**src/rtl/vga_sync.sv**
```systemverilog
// 640x480@60 VGA raster timing generator: pixel/line counters, per-axis
// video enables and sync pulses, all registered and aligned to the same (x,y).
module vga_sync #(
   parameter int H_ACTIVE = 640,
   parameter int H_FP     = 16,
   parameter int H_SYNC   = 96,
   parameter int H_BP     = 48,
   parameter int V_ACTIVE = 480,
   parameter int V_FP     = 10,
   parameter int V_SYNC   = 2,
   parameter int V_BP     = 33,
   parameter int SYNC_POL = 0
) (
   input  logic       clk,
   input  logic       rst_n,
   output logic       h_video_en,
   output logic       v_video_en,
   output logic       hsync,
   output logic       vsync,
   output logic [9:0] pixel_x,
   output logic [9:0] pixel_y
);

   localparam int H_TOTAL = H_ACTIVE + H_FP + H_SYNC + H_BP;
   localparam int V_TOTAL = V_ACTIVE + V_FP + V_SYNC + V_BP;

   // Comparison bounds are 11 bits so a sync window ending at 1024 still fits.
   localparam logic [10:0] H_ACT_L  = 11'(H_ACTIVE);
   localparam logic [10:0] HS_BEG_L = 11'(H_ACTIVE + H_FP);
   localparam logic [10:0] HS_END_L = 11'(H_ACTIVE + H_FP + H_SYNC);
   localparam logic [9:0]  H_LAST_L = 10'(H_TOTAL - 1);
   localparam logic [10:0] V_ACT_L  = 11'(V_ACTIVE);
   localparam logic [10:0] VS_BEG_L = 11'(V_ACTIVE + V_FP);
   localparam logic [10:0] VS_END_L = 11'(V_ACTIVE + V_FP + V_SYNC);
   localparam logic [9:0]  V_LAST_L = 10'(V_TOTAL - 1);

   localparam logic SYNC_ON  = (SYNC_POL != 0) ? 1'b1 : 1'b0;
   localparam logic SYNC_OFF = (SYNC_POL != 0) ? 1'b0 : 1'b1;

   if ((H_TOTAL > 1024) || (V_TOTAL > 1024)) begin : g_total_check
      $error("vga_sync: H_TOTAL and V_TOTAL must not exceed 1024");
   end

   // ST_LOAD is the single edge after reset that presents (0,0) without counting.
   typedef enum logic {
      ST_LOAD = 1'b0,
      ST_RUN  = 1'b1
   } state_t;

   state_t     state_r;
   state_t     state_nxt_s;
   logic [9:0] h_r;
   logic [9:0] v_r;
   logic [9:0] h_nxt_s;
   logic [9:0] v_nxt_s;
   logic       h_en_r;
   logic       v_en_r;
   logic       hsync_r;
   logic       vsync_r;
   logic       h_en_nxt_s;
   logic       v_en_nxt_s;
   logic       hsync_nxt_s;
   logic       vsync_nxt_s;

   // Next-state and next counter position.
   always_comb begin
      state_nxt_s = state_r;
      h_nxt_s     = h_r;
      v_nxt_s     = v_r;
      case (state_r)
         ST_LOAD: begin
            state_nxt_s = ST_RUN;
            h_nxt_s     = 10'd0;
            v_nxt_s     = 10'd0;
         end
         ST_RUN: begin
            if (h_r == H_LAST_L) begin
               h_nxt_s = 10'd0;
               if (v_r == V_LAST_L) begin
                  v_nxt_s = 10'd0;
               end else begin
                  v_nxt_s = v_r + 10'd1;
               end
            end else begin
               h_nxt_s = h_r + 10'd1;
               v_nxt_s = v_r;
            end
         end
         default: begin
            state_nxt_s = ST_LOAD;
            h_nxt_s     = 10'd0;
            v_nxt_s     = 10'd0;
         end
      endcase
   end

   // Decode enables and syncs from the next position so outputs stay aligned.
   always_comb begin
      h_en_nxt_s  = 1'b0;
      v_en_nxt_s  = 1'b0;
      hsync_nxt_s = SYNC_OFF;
      vsync_nxt_s = SYNC_OFF;
      if ({1'b0, h_nxt_s} < H_ACT_L) begin
         h_en_nxt_s = 1'b1;
      end else begin
         h_en_nxt_s = 1'b0;
      end
      if ({1'b0, v_nxt_s} < V_ACT_L) begin
         v_en_nxt_s = 1'b1;
      end else begin
         v_en_nxt_s = 1'b0;
      end
      if (({1'b0, h_nxt_s} >= HS_BEG_L) && ({1'b0, h_nxt_s} < HS_END_L)) begin
         hsync_nxt_s = SYNC_ON;
      end else begin
         hsync_nxt_s = SYNC_OFF;
      end
      if (({1'b0, v_nxt_s} >= VS_BEG_L) && ({1'b0, v_nxt_s} < VS_END_L)) begin
         vsync_nxt_s = SYNC_ON;
      end else begin
         vsync_nxt_s = SYNC_OFF;
      end
   end

   // State, counters and output flops; reset parks everything in blanking.
   always_ff @(posedge clk or negedge rst_n) begin
      if (!rst_n) begin
         state_r <= ST_LOAD;
         h_r     <= 10'd0;
         v_r     <= 10'd0;
         h_en_r  <= 1'b0;
         v_en_r  <= 1'b0;
         hsync_r <= SYNC_OFF;
         vsync_r <= SYNC_OFF;
      end else begin
         state_r <= state_nxt_s;
         h_r     <= h_nxt_s;
         v_r     <= v_nxt_s;
         h_en_r  <= h_en_nxt_s;
         v_en_r  <= v_en_nxt_s;
         hsync_r <= hsync_nxt_s;
         vsync_r <= vsync_nxt_s;
      end
   end

   assign pixel_x    = h_r;
   assign pixel_y    = v_r;
   assign h_video_en = h_en_r;
   assign v_video_en = v_en_r;
   assign hsync      = hsync_r;
   assign vsync      = vsync_r;

endmodule

```
**config.mk**
```make
export PLATFORM = sky130hd
export DESIGN_NAME = vga_sync
export DESIGN_NICKNAME = d
export VERILOG_FILES = /design/src/rtl/vga_sync.sv
export SDC_FILE = /design/constraint.sdc
export NUM_CORES = 1
export LEC_CHECK = 0
export CAP_MARGIN = 30
export CORE_ASPECT_RATIO = 0.9
export CORE_MARGIN = 4
export CORE_UTILIZATION = 46
export CTS_CLUSTER_SIZE = 16
export DETAILED_ROUTE_END_ITERATION = 10
export GPL_TIMING_DRIVEN = 1
export MAX_ROUTING_LAYER = met4
export PLACE_DENSITY = 0.75
export SYNTH_ARGS = -nofsm -noshare
export SYNTH_HDL_FRONTEND = slang
export SYNTH_SLANG_ARGS = --single-unit
```
**constraint.sdc**
```tcl
create_clock -name clk -period 2.22 [get_ports clk]
set_clock_uncertainty 0.2 [all_clocks]
set_input_delay 0.444 -clock clk [delete_from_list [all_inputs] [get_ports clk]]
set_output_delay 0.444 -clock clk [all_outputs]
set_load 0.005 [all_outputs]
```
==> results.sh <==
export IMPL_cp_endpoint="v_video_en$_DFF_PN0_"
export IMPL_grt_pass1_vias=1145
export IMPL_gp_congestion=0.861
export IMPL_finalSetupViolations=0
export IMPL_cts_root_buf="clkbuf_4"
export IMPL_async_reset_ff_share_pct=100
export IMPL_syn_mean_instance_area_sq_um=9.49
export IMPL_core_area_sq_mm=0.00277
export IMPL_port_buffers=25
export IMPL_finalInstanceArea_sq_mm=0.00176
export IMPL_io_pins=26
export IMPL_status="finished clean"
export IMPL_std_cell_rows=18
export IMPL_synth_seq_cells=25
export IMPL_power_density_mw_per_mm2=416
export IMPL_syn_cell_area_sq_mm=0.00135
export IMPL_nets=186
export IMPL_p_leak_nw=0.667
export IMPL_cts_clk_slew_worst_paths_ps=140
export IMPL_ys_types=39
export IMPL_fillers=242
export IMPL_finalMaxSlewViolations=0
export IMPL_stdcell_count=220
export IMPL_tritoncts="done"
export IMPL_holdWs_ps=249
export IMPL_ir_drop_uv=278
export IMPL_critPathRequiredTime_ps=2260
export IMPL_cts_made_buffers=3
export IMPL_r2r_cells=5
export IMPL_placed_cells=214
export IMPL_synth_ff_type="dfrtp_1"
export IMPL_syn2layout_area_growth_pct=30.3
export IMPL_final_cell_mix="25 x clkdlybuf4s50_1, 23 x nor2_1, 23 x dfrtp_1"
export IMPL_syn_inst=142
export IMPL_dieArea_sq_mm=0.00386
export IMPL_yosysWarnings=0
export IMPL_holdBufCountCts=0
export IMPL_rsz0062_at_grt="true"
export IMPL_dpl_hpwl_um=2200
export IMPL_grt_start_max_net_pins=26
export IMPL_dieWidth_um=65.1
export IMPL_grt_ovfl_total=0
export IMPL_vias_per_cell=5.48
export IMPL_htreeDepth=1
export IMPL_place_area_sq_mm=0.00171
export IMPL_insertion_delay_ps=330
export IMPL_r2r_start="pixel_x[5]$_DFF_PN0_"
export IMPL_initial_core_util_pct=48.6
export IMPL_synthesis_nets=147
export IMPL_cts_num_sinks=25
export IMPL_post_drt_wl_per_cell_um=13.9
export IMPL_max_clock_path_buffers=2
export IMPL_antenna_diode_count=0
export IMPL_fin_crit_sh_pct=97.0
export IMPL_drive_gt1_share_pct=13.9
export IMPL_drt_total_wl_um=3070
export IMPL_antenna_found_initial=0
export IMPL_hold_path_class="in -> async"
export IMPL_end_kind="register"
export IMPL_r2r_end="v_video_en$_DFF_PN0_"
export IMPL_cap_violations=0
export IMPL_startpoint="pixel_x[5]$_DFF_PN0_"
export IMPL_crit_fanout=3
export IMPL_critical_path_class="reg -> reg"
export IMPL_rrSetupSlack_ps=70
export IMPL_arrival_ps=2190
export IMPL_drtIter0Drc=44
export IMPL_vias=1206
export IMPL_fmax_mhz=464
export IMPL_period_minus_slack_ps=2150
export IMPL_final_common_cell="clkdlybuf4s50_1"
export IMPL_yosysSeqAreaShare_pct=46.6
export IMPL_hold_viol=0
export IMPL_startpoint_type="register"
export IMPL_drc=0
export IMPL_firstDrtPassIters=5
export IMPL_dieHeight_um=59.3
export IMPL_power_w=0.000731
export IMPL_drtAntennaViolNets=0
export IMPL_track_usage_pct=18.5
export IMPL_synth_edf_count=0
export IMPL_grt_pass1_wl_um=5420
[routing by layer]
metal | routed length (um) | part of all wire (%) | up-vias | GRT usage, %
met3 | 100 | 3.3 | 7 | 2.47
met2 | 1450 | 47 | 27 | 27.4
met5 | 0 | 0 | - | -
met1 | 1460 | 48 | 594 | 25.7
li1 | - | - | 578 | -
met4 | 59 | 1.9 | 0 | 7.99
[registers in the layout, indices dropped and copies added, names as in the netlist]
register	count
pixel_y	10
v_video_en	1
pixel_x	10
state_r	1
h_video_en	1
vsync	1
hsync	1
[cells in the mapped netlist, types with 2 or more instances]
library cell  instances  share of area [%]
nand2_1              11                3.1
ha_1                  3                2.8
or3_1                 2               0.93
and2_1                4                1.9
xnor2_1              12                7.8
inv_1                 4                1.1
nor4_1                3                1.4
dfstp_2               2                3.9
nor3_1                4                1.5
a21oi_1               3                1.1
dfrtp_1              23                 43
a211oi_1              2                1.1
nand4_1               7                3.2
nor2_1               23                6.4
xor2_1                6                3.9
nand3_1              10                3.7
[critical path, cell delays in order (launching register included)]
cell,delay [ps]
dfrtp_1,410
or3_4,390
or4_4,560
xor2_1,180
nor3_2,160
o21ba_1,170
[final cells by class]
class / count / area (sq um) / share of cell area, %
Tap cell: 40 / 50.0 / 2.85
Inverter: 4 / 15.0 / 0.855
Sequential cell: 25 / 628 / 35.8
Clock buffer: 3 / 22.5 / 1.28
Timing Repair Buffer: 38 / 348 / 19.8
Clock inverter: 1 / 5.00 / 0.285
Multi-Input combinational cell: 109 / 687 / 39.1
[logic make-up after synthesis]
kind of cell             count (synthesis)  share of synthesized area [%]
AO/OA/AOI/OAI                           16                           8.82
XOR/XNOR                                18                           11.7
adder cells (fa/ha/maj)                  3                           2.79
buffers and inverters                    8                           3.16
flip-flops                              25                           46.6
other                                    1                          0.278
AND/OR/NAND/NOR                         71                           26.6
[worst min path at each step]
stage | to | slack (ps) | cells after the start
global placement | pixel_x[0]$_DFF_PN0_ | 350 | 2
finish | pixel_x[4]$_DFF_PN0_ | 250 | 2
floorplan | h_video_en$_DFF_PN0_ | -50 | 0
detailed placement | pixel_x[0]$_DFF_PN0_ | 350 | 2
global route | pixel_x[4]$_DFF_PN0_ | 280 | 2
CTS | pixel_x[2]$_DFF_PN0_ | 260 | 2
[repair_timing]
item / 4_1_cts / 5_1_grt
endpoints found under the setup margin: 0 / 2
setup buffers: 0 / 2
gates resized for setup: 0 / 1
[stage by stage]
step	setup TNS (ps)	setup WS (ps)	util, %
after floorplan	0	25.6	-
after global placement	0	163	61.6
after detailed placement	0	103	61.6
after CTS	0	82.6	62.6
after global routing	-42.5	-24.5	63.4
final	0	66.8	63.4
[power breakdown]
part           switching (W)  internal (W)  leakage [nW]
registers         0.00000569      0.000461         0.327
clock network       0.000146     0.0000678        0.0177
logic              0.0000255     0.0000252         0.322
Note: power is estimated with default switching activity, not from simulation.
